<file path="config.mk">
export PLATFORM = sky130hd
export DESIGN_NAME = seg_text_writer_flat
export DESIGN_NICKNAME = d
export VERILOG_FILES = /design/src/rtl/seg_text_writer_pkg.sv /design/src/rtl/seg_text_writer_if.sv /design/src/rtl/seg_text_writer_char_enc.sv /design/src/rtl/seg_text_writer.sv /design/src/flat_wrapper.sv
export SDC_FILE = /design/constraint.sdc
export NUM_CORES = 1
export LEC_CHECK = 0
export ABC_AREA = 1
export CORE_ASPECT_RATIO = 1.75
export CORE_MARGIN = 10
export CORE_UTILIZATION = 25
export DETAILED_ROUTE_END_ITERATION = 12
export SLEW_MARGIN = 40
export SYNTH_ARGS = -nofsm -noshare
export SYNTH_HDL_FRONTEND = slang
export SYNTH_MEMORY_MAX_BITS = 65536
export SYNTH_SLANG_ARGS = --single-unit
</file>
<file path="constraint.sdc">
create_clock -name clk -period 11.15 [get_ports clk]
set_clock_uncertainty 0.05 [all_clocks]
set_input_delay 3.345 -clock clk [delete_from_list [all_inputs] [get_ports clk]]
set_output_delay 3.345 -clock clk [all_outputs]
set_load 0.02 [all_outputs]
</file>
<file path="src/rtl/seg_text_writer_pkg.sv">
// Shared definitions for the segment text writer: commands, character codes, FSM states.
package seg_pkg;

  typedef enum logic [1:0] {
    CMD_PUT  = 2'b00,
    CMD_BKSP = 2'b01,
    CMD_CLR  = 2'b10,
    CMD_RSVD = 2'b11
  } cmd_e;

  typedef enum logic [1:0] {
    IDLE   = 2'd0,
    UPDATE = 2'd1,
    RENDER = 2'd2
  } state_e;

  localparam logic [5:0] CH_DASH       = 6'd36;
  localparam logic [5:0] CH_UNDERSCORE = 6'd37;
  localparam logic [7:0] SEG_BLANK     = 8'h00;

endpackage

</file>
<file path="src/rtl/seg_text_writer_if.sv">
// Command/character handshake between the symbol decoder and the text writer.
interface seg_text_writer_if;
  logic       in_valid;
  logic       in_ready;
  logic [1:0] in_cmd;
  logic [5:0] in_char;

  modport master (output in_valid, output in_cmd, output in_char, input in_ready);
  modport slave  (input in_valid, input in_cmd, input in_char, output in_ready);
endinterface

</file>
<file path="src/rtl/seg_text_writer_char_enc.sv">
// Character code to 7-segment byte {a,b,c,d,e,f,g,dp}; dp is always 0 here.
module seg_char_enc
  import seg_pkg::*;
(
  input  logic [5:0] i_code,
  output logic [7:0] o_seg
);

  always_comb begin
    o_seg = SEG_BLANK;
    case (i_code)
      6'd0:  o_seg = 8'hFC;
      6'd1:  o_seg = 8'h60;
      6'd2:  o_seg = 8'hDA;
      6'd3:  o_seg = 8'hF2;
      6'd4:  o_seg = 8'h66;
      6'd5:  o_seg = 8'hB6;
      6'd6:  o_seg = 8'hBE;
      6'd7:  o_seg = 8'hE0;
      6'd8:  o_seg = 8'hFE;
      6'd9:  o_seg = 8'hF6;
      6'd10: o_seg = 8'hEE; // A
      6'd11: o_seg = 8'h3E; // b
      6'd12: o_seg = 8'h9C; // C
      6'd13: o_seg = 8'h7A; // d
      6'd14: o_seg = 8'h9E; // E
      6'd15: o_seg = 8'h8E; // F
      6'd16: o_seg = 8'hBC; // G
      6'd17: o_seg = 8'h6E; // H
      6'd18: o_seg = 8'h0C; // I
      6'd19: o_seg = 8'h78; // J
      6'd20: o_seg = 8'hAE; // K
      6'd21: o_seg = 8'h1C; // L
      6'd22: o_seg = 8'hA8; // M
      6'd23: o_seg = 8'h2A; // n
      6'd24: o_seg = 8'h3A; // o
      6'd25: o_seg = 8'hCE; // P
      6'd26: o_seg = 8'hE6; // q
      6'd27: o_seg = 8'h0A; // r
      6'd28: o_seg = 8'hB6; // S
      6'd29: o_seg = 8'h1E; // t
      6'd30: o_seg = 8'h7C; // U
      6'd31: o_seg = 8'h38; // v
      6'd32: o_seg = 8'h54; // W
      6'd33: o_seg = 8'h92; // X
      6'd34: o_seg = 8'h76; // y
      6'd35: o_seg = 8'hDA; // Z
      CH_DASH:       o_seg = 8'h02;
      CH_UNDERSCORE: o_seg = 8'h10;
      default:       o_seg = SEG_BLANK;
    endcase
  end

endmodule

</file>
<file path="src/rtl/seg_text_writer.sv">
// Character buffer + renderer feeding the 8-digit display scanner.
// Optional cursor blink on the rightmost dp: define SEG_TEXT_WRITER_CURSOR_BLINK_EN.
module seg_text_writer
  import seg_pkg::*;
#(
  parameter int DEPTH     = 16,
  parameter int BLINK_DIV = 24
) (
  input  logic                         clk,
  input  logic                         rst,
  seg_text_writer_if.slave             s_in,
  output logic [63:0]                  seg_data,
  output logic [$clog2(DEPTH+1)-1:0]   char_count
);

  localparam int CW = $clog2(DEPTH+1);
  localparam logic [CW-1:0] FULL = CW'(DEPTH);

  if (DEPTH < 8 || DEPTH > 64 || BLINK_DIV < 1) begin : g_bad_param
    $error("seg_text_writer: DEPTH must be 8..64 and BLINK_DIV >= 1");
  end

  state_e          r_state, w_state_nxt;
  cmd_e            r_cmd;
  logic [5:0]      r_char;
  logic [5:0]      r_buf [DEPTH];
  logic [CW-1:0]   r_count;
  logic [63:0]     r_seg;
  logic            w_ready;
  logic            w_accept;
  logic            w_blink;
  logic [7:0]      w_enc [8];

  always_ff @(posedge clk) begin
    if (rst) r_state <= IDLE;
    else     r_state <= w_state_nxt;
  end

  always_comb begin
    w_state_nxt = r_state;
    w_ready     = 1'b0;
    case (r_state)
      IDLE: begin
        w_ready = 1'b1;
        if (s_in.in_valid) w_state_nxt = UPDATE;
      end
      UPDATE:  w_state_nxt = RENDER;
      RENDER:  w_state_nxt = IDLE;
      default: w_state_nxt = IDLE;
    endcase
  end

  assign w_accept      = s_in.in_valid & w_ready;
  assign s_in.in_ready = w_ready;

  always_ff @(posedge clk) begin
    if (rst) begin
      r_cmd  <= CMD_PUT;
      r_char <= '0;
    end else if (w_accept) begin
      r_cmd  <= cmd_e'(s_in.in_cmd);
      r_char <= s_in.in_char;
    end
  end

  // Index 0 holds the newest character; a put shifts everything one slot older,
  // so the oldest entry falls off the end when the buffer is full.
  always_ff @(posedge clk) begin
    if (!rst && r_state == UPDATE) begin
      if (r_cmd == CMD_PUT) begin
        for (int unsigned i = DEPTH - 1; i > 0; i--) r_buf[i] <= r_buf[i-1];
        r_buf[0] <= r_char;
      end else if (r_cmd == CMD_BKSP) begin
        for (int unsigned i = 0; i < DEPTH - 1; i++) r_buf[i] <= r_buf[i+1];
      end
    end
  end

  always_ff @(posedge clk) begin
    if (rst) begin
      r_count <= '0;
    end else if (r_state == UPDATE) begin
      case (r_cmd)
        CMD_PUT:  if (r_count != FULL) r_count <= r_count + CW'(1);
        CMD_BKSP: if (r_count != '0)   r_count <= r_count - CW'(1);
        CMD_CLR:  r_count <= '0;
        default:  r_count <= r_count;
      endcase
    end
  end

  for (genvar g = 0; g < 8; g++) begin : g_enc
    seg_char_enc u_enc (
      .i_code (r_buf[g]),
      .o_seg  (w_enc[g])
    );
  end

  always_ff @(posedge clk) begin
    if (rst) begin
      r_seg <= '0;
    end else if (r_state == RENDER) begin
      for (int unsigned i = 0; i < 8; i++)
        r_seg[i*8 +: 8] <= (CW'(i) < r_count) ? w_enc[i] : SEG_BLANK;
    end
  end

`ifdef SEG_TEXT_WRITER_CURSOR_BLINK_EN
  logic [BLINK_DIV-1:0] r_blink;

  always_ff @(posedge clk) begin
    if (rst) r_blink <= '0;
    else     r_blink <= r_blink + BLINK_DIV'(1);
  end

  assign w_blink = r_blink[BLINK_DIV-1] & (r_count != FULL);
`else
  assign w_blink = 1'b0;
`endif

  // Rendered bytes always carry dp=0, so OR-ing the cursor into bit 0 is exact.
  assign seg_data   = r_seg | {63'd0, w_blink};
  assign char_count = r_count;

endmodule

</file>
<file path="src/flat_wrapper.sv">
// flat-port wrapper written by rule: the top's interface ports become plain ports
module seg_text_writer_flat import seg_pkg::*;
#(
  parameter int DEPTH     = 16,
  parameter int BLINK_DIV = 24
)
  (clk, rst, seg_data, char_count, s_in_in_valid, s_in_in_cmd, s_in_in_char, s_in_in_ready);
  seg_text_writer_if s_in_i ();
  input  logic clk;
  input  logic rst;
  output logic [63:0] seg_data;
  output logic [$clog2(DEPTH+1)-1:0] char_count;
  input wire logic [$bits(s_in_i.in_valid)-1:0] s_in_in_valid;
  input wire logic [$bits(s_in_i.in_cmd)-1:0] s_in_in_cmd;
  input wire logic [$bits(s_in_i.in_char)-1:0] s_in_in_char;
  output wire logic [$bits(s_in_i.in_ready)-1:0] s_in_in_ready;
  assign s_in_i.in_valid = s_in_in_valid;
  assign s_in_i.in_cmd = s_in_in_cmd;
  assign s_in_i.in_char = s_in_in_char;
  assign s_in_in_ready = s_in_i.in_ready;
  seg_text_writer #(.DEPTH(DEPTH), .BLINK_DIV(BLINK_DIV)) u_core (.clk(clk), .rst(rst), .s_in(s_in_i), .seg_data(seg_data), .char_count(char_count));
endmodule
</file>
# --- After elaboration in Yosys (flattened, before gate mapping) ---
# Memories as Yosys holds them, arrays and structs flattened.
# Cells that the tools add are included.
op_classes:
  addsub: 2
  n_lt_le_gt_ge: 8
  eq_ne: 8
  mux: 36
  bitwise_logic: 16
  n_reduce_logical: 7
ops:
  columns: ["op", "count"]
  rows:
  - ["$mux 6", 15]
  - ["$mux 8", 8]
  - ["$lt 3x5->1 const A", 4]
  - ["$or 1x1->1", 15]
  - ["$pmux 5 s3", 1]
  - ["$lt 1x5->1 const A", 2]
  - ["$lt 2x5->1 const A", 2]
  - ["$mux 5", 2]
  - ["$mux 1", 8]
  - ["$ne 2x2->1 const B", 3]
  - ["$add 5x1->5 const B", 1]
  - ["$ne 5x5->1 const B", 1]
  - ["$reduce_bool 5->1", 1]
  - ["$sub 5x1->5 const B", 1]
  - ["$eq 2x1->1 const B", 2]
  - ["$eq 2x2->1 const B", 2]
  - ["$logic_not 2->1", 2]
  - ["$pmux 2 s2", 1]
  - ["$reduce_and 4->1", 1]
  - ["$reduce_bool 3->1", 1]
  - ["$mux 2", 1]
  - ["$and 1x1->1", 1]
  - ["$logic_and 1x1->1", 1]
  - ["$logic_not 1->1", 1]
totals:
  regBits: 79
  mem_bits_rw: 96
  mem_bits_ro: 3584
  mem_count: 9
memory_table:
  columns: ["name", "depth", "width", "rd", "rd_clocked_by_memory_dff", "write_ports", "line", "text"]
  rows:
  - ["(no name shown)", 64, 7, 1, 0, 0, "seg_text_writer_char_enc.sv:11", "case (i_code)"]
  - ["(no name shown)", 64, 7, 1, 0, 0, "seg_text_writer_char_enc.sv:11", null]
  - ["(no name shown)", 64, 7, 1, 0, 0, "seg_text_writer_char_enc.sv:11", null]
  - ["(no name shown)", 64, 7, 1, 0, 0, "seg_text_writer_char_enc.sv:11", null]
  - ["(no name shown)", 64, 7, 1, 0, 0, "seg_text_writer_char_enc.sv:11", null]
  - ["(no name shown)", 64, 7, 1, 0, 0, "seg_text_writer_char_enc.sv:11", null]
  - ["3 more memories", null, null, null, null, null, null, null]

# --- Depth between registers and ports, before layout ---
logic_depth:
  word_depth: 6
  depth_mapped: 12
  mapped_depth_nobuf: 12

# --- Cells and area by module ---
# A second synthesis with hierarchy kept.
hier_totals:
  cells_unflattened: 1754
  hier_area_um2: 12355.6
by_module_without_submodules:
  columns: ["mod", "n_inst", "cells_each", "area_per_inst_um2", "seq_area_each_um2"]
  rows:
  - ["seg_text_writer", 1, 804, 7280.7, 4464.3]
  - ["seg_char_enc at u_core.g_enc[2].u_enc ...", 5, 118, 629.4, 0.0]
  - ["seg_char_enc at u_core.g_enc[0].u_enc", 1, 122, 658.1, 0.0]
  - ["seg_char_enc at u_core.g_enc[1].u_enc", 1, 120, 639.4, 0.0]
  - ["seg_char_enc at u_core.g_enc[7].u_enc", 1, 118, 630.6, 0.0]

# --- Least setup slack after synthesis ---
# Ideal clock, no wire load.
synth_path:
  kind: "input to register"
  start: "input port rst"
  end: "memory u_core.r_buf[0][0] (enable)"
  setup_time_ps: 663
  arrival_ps: 9979
  setup_slack_ps: 458
  cell_stages: 4
  path_buffers: 1
  path_cell_list: "buf_2 > nor2_4 > inv_1 > o21ai_0"
synth_rtl:
  columns: ["element", "line", "text"]
  rows:
  - ["from (decl)", "flat_wrapper.sv:10", "input logic rst;"]
  - ["to (decl)", "seg_text_writer.sv:26", "logic [5:0] r_buf [DEPTH];"]

==> flow_summary.toml <==
[power]
ir_drop_uv = 105
power.density_nw_per_um2 = 112
p_leak_uw = 0.00590
p_total_uw = 1500

[placement]
placed_cell_area_sq_um = 12700
numPortBuffers = 72
dp_hpwl_mm = 27.5
place.gp.congestion = 0.940
dp_worst_setup_slack_ns = 4.81

[synthesis]
ys_seq_area_frac = 0.370
synth_edf_count = 96
ys_seq_elements = 167
yosysWarnings = 0
ys.flop_type = "edfxtp_1"
synth_cell_types = 34
syn_area_sq_um = 11600
syn_inst = 1711
synth_area_per_cell_sq_um = 6.80
ys_async_sr_fraction = 0

[cells_and_area]
syn2layout_area_growth_pct = 15.1
nets = 1813
layout_common_cells = "nand2_1, a21oi_1, inv_1"
final_cell_area_sq_um = 13400
utilization = 0.290
layout_commonest_cell = "nand2_1"
n_antenna_cell = 0
drive_gt1_frac = 0.0448

[sta]
setup_violations = 0
fin_tns_setup_ns = 0
finalCriticalPeriod_ns = 5.68
fin_crit_sh = 0.509
hold_violations = 0
fmax_ghz = 0.176
drv_slew = 0
slew-limit-headroom = 0.493
fin_ws_ns = 5.47
rsz0062_at_grt = "false"
worst_pin_slew_ns = 0.760

[global_route]
first_global_vias = 10900
grt_max_degree = 98
antenna_found_initial = 0
grt-busiest-layer = "met2"
grt_use_met3 = 0.0188
gr-usage-all-layers = 0.129
grt_pass1_wl_mm = 57.6
grt_overflow_total = 0
gr-usage-met2 = 0.249
grt_use_met1 = 0.125

[clock_network]
cts_setup_buffers = 0
clock_path_buffers = 2
ctsHoldBuffers = 0
htree_levels = 4
clockRootBuffer = "clkbuf_16"
cts_made_buffers = 17
cts_tree = "done"
cts_sinks = 167
path_clk_slew_ns = 0.07
clock_latency_ns = 0.46
cts.repair.resized = 0

[flow_run]
max_cap_violations = 0

[die]
initial_core_util = 0.252
die_y_um = 305
core_region_area_sq_um = 46100
ios = 81
dieArea_sq_um = 55900
die_w_um = 183
rows = 104

[route]
first_pass_iters = 5
ant_nets = 0
drc = 0
wl_per_cell_um = 15.6
drtIter0Drc = 729
wirelength_mm = 36.3
via_count = 11000
via_per_inst = 4.74

[worst_setup_path]
crit_type = "input pin to flip-flop"
path_cells = "buf_2, buf_4, nor2_4, nand2_4, o21ai_4, buf_4, buf_12"
cp.depth = 7
r2r_cells = 7
crit_start = "rst"
crit_fanout = 77
start_kind = "input pin"
end_kind = "flip-flop"
max_stage_delay_ns = 0.52
critPathArrivalTime_ns = 5.76
cp_top_family = "buffers and inverters"
slowest_stage = "buf_4"
rr_startpoint = "u_core.r_state[1]"
critPathRequiredTime_ns = 11.24
path_common_cell = "buf_4"
path_buf_inv = 4

[status]
outcome = "finished, final reports clean"

[worst_hold_path]
min-delay-start = "u_core.r_buf[14][2]"
holdPathStages = 0
hp-class = "flip-flop to flip-flop"
==> cell families after synthesis <==
kind of cell             after synthesis  synth area share
AO/OA/AOI/OAI                        284             0.126
other                                  1          0.000322
buffers and inverters                239            0.0875
AND/OR/NAND/NOR                      938             0.328
XOR/XNOR                               2           0.00151
adder cells (fa/ha/maj)               72            0.0775
flip-flops                           167             0.370
multiplexers                           8           0.00936
==> report_power, final <==
group / leakage, uW / total (uW) / switching (uW) / internal [uW]
clock: 0.000320 / 644 / 258 / 386
combinational: 0.00414 / 159 / 107 / 51.3
sequential: 0.00145 / 694 / 25.4 / 669
==> synthesized netlist by cell type, types with 6 or more instances <==
cell type	n	area, sq um
a21oi_1	152	761
a21oi_2	6	52.6
buf_2	48	240
buf_4	8	60.1
clkbuf_1	23	86.3
clkinv_1	6	22.5
dfxtp_1	71	1420
edfxtp_1	96	2880
ha_1	72	901
inv_1	142	533
inv_2	8	30.0
nand2_1	637	2390
nand2_2	7	43.8
nand3_1	125	626
nand4_1	15	93.8
nor2_1	135	507
o21ai_0	77	385
o21ai_1	41	205
==> flip-flops by register name, summed over array words and instances, names as in the netlist <==
name	count
u_core.r_state	2
u_core.r_buf	96
u_core.r_cmd	2
u_core.r_char	6
u_core.char_count	5
u_core.seg_data	56
==> layout make-up <==
type | instances | area, sq um
Fill cell | 4995 | 32700
Multi-Input combinational cell | 1312 | 6350
Sequential cell | 167 | 4300
Timing Repair Buffer | 76 | 762
Tap cell | 583 | 729
Inverter | 156 | 588
Clock buffer | 24 | 539
Clock inverter | 8 | 105
==> path summary, 6_finish.rpt <==
kind                            slack, ns                  end
worst max-delay path                 5.47  u_core.r_buf[14][3]
worst min-delay path                 0.41  u_core.r_buf[15][2]
worst max register to register       8.42  u_core.r_buf[14][3]
worst min register to register       0.41  u_core.r_buf[15][2]
==> metrics by stage <==
step                      instances  hold WS, ns
after floorplan                1718        0.377
after global placement         2293        0.402
after detailed placement       2294        0.389
after CTS                      2326        0.418
after global routing           2326        0.432
final                          2326        0.412
==> metal layers <==
| metal | vias to the layer above | share of wire |
|---|---|---|
| li1 | 5542 | - |
| met1 | 5103 | 0.36 |
| met2 | 292 | 0.55 |
| met3 | 90 | 0.038 |
| met4 | 0 | 0.049 |
| met5 | - | 0 |
Power figures use the tool's default switching activity.
